--- config.mk ---
export PLATFORM = sky130hd
export DESIGN_NAME = tour_cmd_sequencer
export DESIGN_NICKNAME = d
export VERILOG_FILES = /design/src/rtl/tour_pkg.sv /design/src/rtl/move_decode.sv /design/src/rtl/tour_cmd_sequencer.sv
export SDC_FILE = /design/constraint.sdc
export NUM_CORES = 1
export LEC_CHECK = 0
export CORE_ASPECT_RATIO = 1.2
export CORE_UTILIZATION = 34
export DETAILED_ROUTE_END_ITERATION = 6
export PLACE_DENSITY_LB_ADDON = 0.3
export SYNTH_ARGS = -nofsm -noshare
export SYNTH_HDL_FRONTEND = slang
export SYNTH_SLANG_ARGS = --single-unit
--- constraint.sdc ---
create_clock -name clk -period 1.4 [get_ports clk]
set_input_delay 0.14 -clock clk [delete_from_list [all_inputs] [get_ports clk]]
set_output_delay 0.14 -clock clk [all_outputs]
set_load 0.05 [all_outputs]
--- src/rtl/tour_pkg.sv ---
// Shared constants and types for the knight's-tour command sequencer.
package tour_pkg;

  localparam logic [3:0] MOVE_OP    = 4'h4;
  localparam logic [3:0] FANFARE_OP = 4'h5;

  localparam logic [7:0] HDG_NORTH = 8'h00;
  localparam logic [7:0] HDG_WEST  = 8'h3F;
  localparam logic [7:0] HDG_SOUTH = 8'h7F;
  localparam logic [7:0] HDG_EAST  = 8'hBF;

  typedef logic [7:0] move_t;

  localparam move_t MV_B0 = 8'h01;  // (+1,+2)
  localparam move_t MV_B1 = 8'h02;  // (-1,+2)
  localparam move_t MV_B2 = 8'h04;  // (-2,+1)
  localparam move_t MV_B3 = 8'h08;  // (-2,-1)
  localparam move_t MV_B4 = 8'h10;  // (-1,-2)
  localparam move_t MV_B5 = 8'h20;  // (+1,-2)
  localparam move_t MV_B6 = 8'h40;  // (+2,-1)
  localparam move_t MV_B7 = 8'h80;  // (+2,+1)

  typedef enum logic [2:0] {
    ST_IDLE,
    ST_VERT,
    ST_HOLDV,
    ST_HORZ,
    ST_HOLDH
  } state_t;

  // Builds {opcode, heading, squares}; squares are at most 2 so zero-extend.
  function automatic logic [15:0] make_cmd(input logic [3:0] op,
                                           input logic [7:0] hdg,
                                           input logic [1:0] sq);
    return {op, hdg, 2'b00, sq};
  endfunction

endpackage

--- src/rtl/move_decode.sv ---
// Combinational decode of a one-hot knight move into its two cmd_proc legs.
module move_decode
  import tour_pkg::*;
(
  input  logic [7:0]  move,
  output logic [15:0] vert_cmd,
  output logic [15:0] horz_cmd
);

  logic       dx_pos;
  logic       dy_pos;
  logic [1:0] dx_mag;
  logic [1:0] dy_mag;

  // Map the one-hot move to direction signs and magnitudes, then build both legs.
  always_comb begin
    dx_pos = 1'b1;
    dy_pos = 1'b1;
    dx_mag = 2'd1;
    dy_mag = 2'd2;
    case (move)
      MV_B0: begin dx_pos = 1'b1; dx_mag = 2'd1; dy_pos = 1'b1; dy_mag = 2'd2; end
      MV_B1: begin dx_pos = 1'b0; dx_mag = 2'd1; dy_pos = 1'b1; dy_mag = 2'd2; end
      MV_B2: begin dx_pos = 1'b0; dx_mag = 2'd2; dy_pos = 1'b1; dy_mag = 2'd1; end
      MV_B3: begin dx_pos = 1'b0; dx_mag = 2'd2; dy_pos = 1'b0; dy_mag = 2'd1; end
      MV_B4: begin dx_pos = 1'b0; dx_mag = 2'd1; dy_pos = 1'b0; dy_mag = 2'd2; end
      MV_B5: begin dx_pos = 1'b1; dx_mag = 2'd1; dy_pos = 1'b0; dy_mag = 2'd2; end
      MV_B6: begin dx_pos = 1'b1; dx_mag = 2'd2; dy_pos = 1'b0; dy_mag = 2'd1; end
      MV_B7: begin dx_pos = 1'b1; dx_mag = 2'd2; dy_pos = 1'b1; dy_mag = 2'd1; end
      default: ;  // non-one-hot moves never come from TourLogic
    endcase
    vert_cmd = make_cmd(MOVE_OP, dy_pos ? HDG_NORTH : HDG_SOUTH, dy_mag);
    horz_cmd = make_cmd(FANFARE_OP, dx_pos ? HDG_EAST : HDG_WEST, dx_mag);
  end

endmodule

--- src/rtl/tour_cmd_sequencer.sv ---
// Replays a solved knight's tour as cmd_proc commands; passes UART commands
// through while idle and selects the response byte for the remote.
module tour_cmd_sequencer
  import tour_pkg::*;
#(
  parameter int NUM_MOVES = 24
) (
  input  logic        clk,
  input  logic        rst_n,
  input  logic        start_tour,
  input  logic [7:0]  move,
  output logic [4:0]  mv_indx,
  input  logic [15:0] cmd_UART,
  input  logic        cmd_rdy_UART,
  output logic [15:0] cmd,
  output logic        cmd_rdy,
  input  logic        clr_cmd_rdy,
  input  logic        send_resp,
  output logic [7:0]  resp
);

  localparam logic [4:0] LAST_IDX = 5'(NUM_MOVES - 1);

  state_t      state_q, state_d;
  logic [4:0]  mv_indx_q, mv_indx_d;
  logic [15:0] vert_cmd, horz_cmd;
  logic        last_move;

  move_decode u_move_decode (
    .move     (move),
    .vert_cmd (vert_cmd),
    .horz_cmd (horz_cmd)
  );

  assign mv_indx   = mv_indx_q;
  assign last_move = (mv_indx_q == LAST_IDX);

  // State and move-index registers; reset aborts any tour in progress.
  always_ff @(posedge clk or negedge rst_n) begin
    if (!rst_n) begin
      state_q   <= ST_IDLE;
      mv_indx_q <= 5'd0;
    end else begin
      state_q   <= state_d;
      mv_indx_q <= mv_indx_d;
    end
  end

  // Next-state, index advance and output mux; clr_cmd_rdy only matters in
  // the presenting states and send_resp only in the hold states, so a
  // simultaneous pair naturally acts on clr_cmd_rdy alone.
  always_comb begin
    state_d   = state_q;
    mv_indx_d = mv_indx_q;
    cmd       = cmd_UART;
    cmd_rdy   = cmd_rdy_UART;
    resp      = 8'h5A;
    case (state_q)
      ST_IDLE: begin
        resp = 8'hA5;
        if (start_tour) begin
          state_d   = ST_VERT;
          mv_indx_d = 5'd0;
        end
      end
      ST_VERT: begin
        cmd     = vert_cmd;
        cmd_rdy = 1'b1;
        if (clr_cmd_rdy) state_d = ST_HOLDV;
      end
      ST_HOLDV: begin
        cmd     = vert_cmd;
        cmd_rdy = 1'b0;
        if (send_resp) state_d = ST_HORZ;
      end
      ST_HORZ: begin
        cmd     = horz_cmd;
        cmd_rdy = 1'b1;
        if (clr_cmd_rdy) state_d = ST_HOLDH;
      end
      ST_HOLDH: begin
        cmd     = horz_cmd;
        cmd_rdy = 1'b0;
        if (last_move) resp = 8'hA5;
        if (send_resp) begin
          if (last_move) begin
            state_d = ST_IDLE;
          end else begin
            state_d   = ST_VERT;
            mv_indx_d = mv_indx_q + 5'd1;
          end
        end
      end
      default: state_d = ST_IDLE;
    endcase
  end

endmodule
==> flow_summary.toml, run 1 <==
[logic_synthesis]
synthesis.nets = 175
yosysWarnings = 0
synth_top_area_share_pct = 19.6
synth_ff_type = "dfrtp_1"
synth_edf_count = 0
synthTopCellsByArea = "dfrtp_1 20%, nor2_1 9.6%, o211a_1 5.9%"
ys_seq_elements = 8
avgSynthCellArea_um2 = 7.09
synth_common_cells = "26 x nor2_1, 15 x nand2_1, 10 x a21oi_1"
yosysTopAreaCell = "dfrtp_1"
netlist_instances = 144
synthArstFlopShare_pct = 100
synth.most_common_cell = "nor2_1"
synth_cell_type_count = 41
syn-cell-area_um2 = 1020
ys_seq_area_share_pct = 19.6

[layout]
fin_cells = 281
num_antenna_cells = 0
areaGrowthSynthToFinish_pct = 165
utilization_pct = 96.2
drive_above_1_share_pct = 61.1
nets = 279

[sta]
relSlewSlack_pct = 69.3
worst_pin_slew_ns = 0.459
finClkSkew_ns = 0.0102
hold_violations = 0
fin_crit_sh_pct = 139
min_period_ns = 1.94
setup_viol = 32
timing.hold.ws_ns = 0.155
fmax_mhz = 515
drv_slew = 0
rsz0062_at_grt = "true"
setup_ws_ns = -0.540

[global_route]
grt.overflow.total = 0
grt_use_met2_pct = 70.5
grt_pass1_vias = 1696
grt_max_degree = 11
grt_use_total_pct = 35.4
grt_pass1_wl_um = 8220
busiest_layer = "met2"
use_met1_pct = 33.5
antenna_found_initial = 0
met3_usage_pct = 5.60

[setup_path]
crit_required_ns = 1.26
worstSetupStartpointType = "input pin"
end_kind = "output port"
crit_top_cell = "buf_4"
ff2ff_setup_slack_ns = -0.25
max_stage_delay_ns = 0.31
crit_slowest_cell = "nor4_4"
worstPathCellList = "dlygate4sd2_1 > nor4_4 > buf_4 > nand2_4 > buf_4 > a22o_4 > a211oi_4 > buf_12"
path_max_fanout = 4
criticalPathCategory = "input pin to output port"
arrival_ns = 1.80

[clock_network]
cts_tree = "done"
clock_sinks = 8
htree_levels = 1
clk_pin_slew_ns = 0.08
clock_latency_ns = 0.30
clk_root_buffer_cell = "clkbuf_4"
clockBufferDepth = 2
numCtsBuffers = 3
holdBufCountCts = 0

[power]
peakVddDrop_mv = 3.18
p_per_area_nw_per_um2 = 3050
p_leak_nw = 1.18

[die]
core.rowCount = 21
die-area_um2 = 3230
io-pin-count = 60
die_w_um = 52.0
die_height_um = 62.0
start_util_pct = 36.3
design.core.area_um2 = 2810

[routing]
first_iter_violations = 86
wirelength_um = 6790
wl_per_cell_um = 24.2
drt-pass1-iter-count = 4
via_per_inst = 6.12
via_count = 1721
ant_nets = 0
drc_errors = 0

[run]
cap_viol_max_count = 0

[place]
port_buffers = 59
dpl.hpwl_um = 3130
dp_cells = 258
gp_congestion = 0.894

[min_path]
hp-class = "input pin to async pin"

[run_status]
violations = "negative setup slack"
outcome = "finished with violations"
-- cell families after synthesis --
logic type / count (synthesis) / share of synthesized area (%)
compound gates: 41 / 29.5
fa+ha+maj: 1 / 1.23
xor+xnor: 7 / 6.01
buf+inv: 17 / 8.95
flops: 8 / 19.6
simple gates: 69 / 33.2
mux: 1 / 1.47
-- power by group --
group / switching, mW / leakage (nW) / internal, mW
clock network: 0.130 / 0.0150 / 0.111
registers: 0.0742 / 0.0998 / 0.278
logic: 4.00 / 1.06 / 3.65
-- critical path: cells and delay by family --
family / cells / cell delay, ns
AO/OA/AOI/OAI: 2 / 0.49
AND/OR/NAND/NOR: 2 / 0.36
buffers and inverters: 4 / 0.81
-- metal layers --
layer,routed length (um),vias to the layer above
met1,2150,805
met4,563,0
met2,3640,141
met5,0,-
met3,440,57
li1,-,718
-- registers in the layout (all words and copies together), names as in the netlist --
| register | flops |
|---|---|
| mv_indx | 5 |
| state_q | 3 |
-- stage by stage --
step                cell area [um^2]  power, mW  setup slack, ns  TNS, ns
floorplan                       1310       4.29           -0.488    -3.76
global placement                2310       6.66           -0.561    -5.38
detailed placement              2310       6.77           -0.627    -6.36
CTS                             2600       7.59           -0.419    -9.13
global route                    2700       8.43           -0.660   -14.63
finish                          2700       8.23           -0.540   -12.72
-- final timing paths --
kind | start | end | cells past startpoint
worst min register to register | mv_indx[4] | mv_indx[4] | 2
worst max register to register | state_q[1] | mv_indx[4] | 9
max in group asynchronous | rst_n | mv_indx[0] | 1
min in group clk | clr_cmd_rdy | state_q[2] | 3
worst min-delay path | rst_n | mv_indx[4] | 1
worst max-delay path | move[4] | cmd[1] | 8
-- cells in the final DEF (no fill, tap or decap), types with 2 or more instances in the layout --
cell	instances
nand2_1	8
buf_6	14
a211oi_4	2
a21oi_4	2
inv_1	3
o31ai_1	2
buf_4	37
clkbuf_4	3
or2_4	2
a21oi_2	2
o211a_4	6
buf_12	27
nor2_1	20
nand2_4	3
and2_4	2
nand2b_4	2
nand3_1	6
a21oi_1	6
o21ai_2	3
nor2_4	2
xnor2_1	2
dfrtp_1	3
dfrtp_2	5
o21ai_1	2
buf_8	4
dlygate4sd2_1	6
and3_4	2
clkdlybuf4s50_1	21
nor2_2	4
o21ai_4	2
xor2_1	3
nand2_2	5
nor2b_4	4
-- repair_timing --
action | 4_1_cts | 5_1_grt
setup endpoints to repair | 29 | 32
gates resized for setup | 53 | 16
gates cloned | 0 | 0
hold endpoints to repair | 0 | 0
setup buffers | 14 | 6
pin swaps | 19 | 9
-- cell type report --
type,count,area [um^2]
Clock buffer,4,26.3
Sequential cell,8,206
Tap cell,34,42.5
Fill cell,61,108
Inverter,5,22.5
Multi-Input combinational cell,119,1090
Timing Repair Buffer,111,1320
Note: power is estimated with default switching activity, not from simulation.
==> inputs of run 2 (changes only) <==
- MAX_ROUTING_LAYER: not set -> met4
==> run 2 against run 1 <==
  * The flow still finishes with violations (negative setup slack)
  * Final cell count unchanged
  * Core utilization unchanged
  * Clock power down 4%
  * Maximum frequency down 4.6%
  * Critical path depth down 2
  * Critical endpoint unchanged
==> flow_summary.toml, run 2 (synthesized netlist as in run 1, its figures left out) <==
[layout]
areaGrowthSynthToFinish_pct = 165
utilization_pct = 96.2
layout_common_cells = "37 x buf_4, 27 x buf_12, 21 x clkdlybuf4s50_1"
drive_above_1_share_pct = 61.1
num_antenna_cells = 0
nFillCells = 60
final-seq-area_um2 = 206
multiInputGateArea_um2 = 1090
nets = 279
layout_commonest_cell = "buf_4"
largest_reg_flops = 5

[sta]
setup_ws_ns = -0.634
worst_pin_slew_ns = 0.410
setup_viol = 32
fin_crit_sh_pct = 145
tns_ns = -13.65
drv_slew = 0
fmax_mhz = 492
hold_violations = 0
rsz0062_at_grt = "true"
finClkSkew_ns = 0.00355
min_period_ns = 2.03
relSlewSlack_pct = 72.6

[routing]
drc_errors = 0
wirelength_um = 7380
first_iter_violations = 132
via_per_inst = 6.72
drt-pass1-iter-count = 5
wl_per_cell_um = 26.3
ant_nets = 0
via_count = 1888

[global_route]
grt.overflow.total = 0
grt_pass1_vias = 1693
grt_max_degree = 11
grt_use_total_pct = 36.6
grt_pass1_wl_um = 8220
antenna_found_initial = 0

[die]
design.core.area_um2 = 2810
start_util_pct = 36.3
die_w_um = 52.0
io-pin-count = 60
core.rowCount = 21
die-area_um2 = 3230
die_height_um = 62.0

[clock_network]
clock_sinks = 8
holdBufCountCts = 0
clk_root_buffer_cell = "clkbuf_4"
numCtsBuffers = 3
clk_pin_slew_ns = 0.07
cts_tree = "done"
htree_levels = 1
clock_latency_ns = 0.29
clockBufferDepth = 2

[place]
gp_congestion = 0.909
dpl.hpwl_um = 3130
port_buffers = 59

[setup_path]
arrival_ns = 1.89
ff2ff_setup_slack_ns = -0.29
cp-endpoint = "cmd[1]"
crit_start = "state_q[0]"
path_max_fanout = 6
r2r_start = "state_q[1]"
reg2regPathDepth = 9
criticalPathCategory = "register to output port"
worstSetupStartpointType = "register"
crit_required_ns = 1.26
end_kind = "output port"
r2r_end = "mv_indx[3]"

[run]
cap_viol_max_count = 0

[run_status]
violations = "negative setup slack"
outcome = "finished with violations"

[min_path]
hp-class = "input pin to async pin"

[power]
p_leak_nw = 1.18
p_per_area_nw_per_um2 = 3070
peakVddDrop_mv = 2.97
## run 2: cell counts in the layout (fill, tap and decap cells not counted)
No cell type changed its count.
## run 2: metrics by stage
step	std cells	hold slack, ns	cell area [um^2]	worst slack, ns	total power [mW]
2_1_floorplan	144	-0.156	1310	-0.488	4.29
3_3_place_gp	258	0.430	2310	-0.561	6.66
3_5_place_dp	258	0.444	2310	-0.627	6.77
4_1_cts	276	0.138	2600	-0.419	7.59
5_1_grt	281	0.168	2700	-0.752	8.53
6_report	281	0.142	2700	-0.634	8.31
## run 2: how the worst min path moves through the flow
stage                from         end  slack (ns)  cells after the start
global placement    rst_n  mv_indx[4]        0.43                      1
finish              rst_n  mv_indx[4]        0.14                      1
global route        rst_n  mv_indx[4]        0.17                      1
CTS                 rst_n  mv_indx[4]        0.14                      1
floorplan           rst_n  mv_indx[0]       -0.16                      0
detailed placement  rst_n  mv_indx[4]        0.44                      1
## run 2: critical path: stages, from the launching register on
cell and delay (ns):
dfrtp_2 0.47, buf_6 0.18, inv_2 0.07, a21oi_1 0.30
a21oi_1 0.13, a211oi_4 0.28, buf_12 0.17
## run 2: report_power, final
group	total [mW]	leakage (nW)	switching [mW]	internal, mW
Sequential	0.360	0.0998	0.0822	0.278
Clock	0.232	0.0150	0.121	0.111
Combinational	7.72	1.06	4.08	3.65
## run 2: area by class of cell
cell class              instances  share of cell area (%)
well taps                      34                    1.57
multi-input cells             119                    40.2
inverters                       5                   0.833
flip-flops and latches          8                    7.64
repair buffers                111                    48.8
clock buffers                   4                   0.972
## run 2: layer usage
layer  track usage [%]  up-vias  routed length, um
li1                  -      714                  -
met1              33.5      868               2170
met3              5.60       92                758
met5                 -        -                  0
met2              70.7      214               3690
met4              22.0        0                756
## run 2: what timing repair did
action	in CTS	in global routing
pin swaps	19	9
gates resized for setup	53	15
endpoints found under the setup margin	29	32
gates cloned	0	0
buffers inserted	14	5
==> inputs of run 3 (changes only) <==
- CORE_MARGIN: not set -> 4
- CORE_UTILIZATION: 34 -> 35
- DONT_BUFFER_PORTS: not set -> 1
==> run 3 against run 2 <==
  * The run still ends with negative setup slack left
  * Maximum frequency increased by 13%
  * Clock skew increased by 0.0050 ns
  * Cell area decreased by 27%
  * Global-route usage decreased by 20 points
  * Clock-buffer cell count decreased by 1
  * Setup slack improved by 0.23 ns
  * Critical endpoint is now cmd[11]
==> flow_summary.toml, run 3 (synthesized netlist as in run 1, its figures left out) <==
[setup_path]
crit_buf_inv = 0
r2r_start = "state_q[0]"
max_stage_delay_ns = 0.49
worstSetupStartpointType = "register"
end_kind = "output port"
crit_required_ns = 1.26
crit_family = "flip-flops"
crit_slowest_cell = "dfrtp_2"
crit_start = "state_q[0]"
path_max_fanout = 6
crit_top_cell = "nor2_4"
criticalPathCategory = "register to output port"
arrival_ns = 1.66
worstPathCellList = "nor2_4 > and2_4 > nor2_4 > a311o_1 > o21ai_4"

[sta]
rsz0062_at_grt = "true"
finClkSkew_ns = 0.00859
fin_crit_sh_pct = 129
tns_ns = -8.48
min_period_ns = 1.80
setup_ws_ns = -0.402
drv_slew = 0
relSlewSlack_pct = 71.7
hold_violations = 0
setup_viol = 31
fmax_mhz = 555
worst_pin_slew_ns = 0.422

[clock_network]
clk_root_buffer_cell = "clkbuf_4"
numCtsBuffers = 3
clockBufferDepth = 2
clk_pin_slew_ns = 0.05
clock_latency_ns = 0.26
cts_tree = "done"
htree_levels = 1
clock_sinks = 8

[die]
design.core.area_um2 = 2790
start_util_pct = 36.7
core.rowCount = 21
io-pin-count = 60
die-area_um2 = 3850
die_w_um = 57.3
die_height_um = 67.2

[routing]
via_count = 1250
wl_per_cell_um = 16.3
drt-pass1-iter-count = 4
wirelength_um = 3630
via_per_inst = 5.63
first_iter_violations = 50
ant_nets = 0
drc_errors = 0

[layout]
fin_cells = 222
drive_above_1_share_pct = 62.2
nets = 221
nFillCells = 204
layout_commonest_cell = "buf_4"
largest_reg_flops = 5
num_antenna_cells = 0
areaGrowthSynthToFinish_pct = 93.1
layout_common_cells = "27 x buf_4, 20 x nor2_1, 13 x buf_12"

[place]
port_buffers = 0
pre_cts_ws_ns = -0.169
gp_congestion = 0.881
dp_cells = 203
dpl.hpwl_um = 2450

[min_path]
min_from = "clr_cmd_rdy"
hp-class = "input pin to register"

[global_route]
antenna_found_initial = 0
grt_pass1_wl_um = 5160
grt_max_degree = 11
grt_pass1_vias = 1232
grt.overflow.total = 0
grt_use_total_pct = 17.1

[run_status]
violations = "negative setup slack"
outcome = "finished with violations"

[run]
cap_viol_max_count = 0
[run 3: repair_timing]
action	in CTS	in global routing
pin swaps	17	15
setup buffers	6	8
setup endpoints to repair	31	31
gates resized for setup	29	21
endpoints found under the hold margin	9	0
hold buffers	2	0
gates cloned	0	0
[run 3: area by class of cell]
cell class	instances	area [um^2]	share of cell area [%]
Multi-Input combinational cell	119	1070	54.1
Timing Repair Buffer	53	607	30.8
Sequential cell	8	208	10.5
Tap cell	34	42.5	2.16
Inverter	5	25.0	1.27
Clock buffer	3	22.5	1.14
[run 3: final timing paths]
kind | slack, ns | end | cells after the start
max | -0.40 | cmd[11] | 5
min | 0.06 | state_q[0] | 3
max reg2reg | -0.15 | mv_indx[2] | 7
min reg2reg | 0.64 | mv_indx[1] | 3
max in group asynchronous | 0.84 | state_q[0] | 1
min in group asynchronous | 0.24 | mv_indx[4] | 1
[run 3: tightest hold or removal path: stages]
cell and delay [ns]:
nor2_1 0.02, nand2_1 0.06, o21ai_1 0.06
[run 3: through the flow]
| stage | instance area [um^2] | utilization, % | hold slack (ns) |
|---|---|---|---|
| 2_1_floorplan | 1310 | - | -0.156 |
| 3_3_place_gp | 1610 | 57.9 | -0.155 |
| 3_5_place_dp | 1610 | 57.9 | -0.155 |
| 4_1_cts | 1810 | 65.0 | 0.0473 |
| 5_1_grt | 1970 | 70.8 | 0.0343 |
| 6_report | 1970 | 70.8 | 0.0594 |
[run 3: routing by layer]
| metal | vias to the layer above | wire length, um | track usage [%] |
|---|---|---|---|
| met5 | - | 0 | - |
| met4 | 0 | 27 | 6.09 |
| met3 | 4 | 230 | 2.10 |
| met2 | 47 | 2070 | 34.9 |
| met1 | 608 | 1290 | 16.1 |
| li1 | 591 | - | - |
Power of run 3 is not shown: default switching activity piles up to over one toggle a cycle in this logic, so the estimate is an artifact.
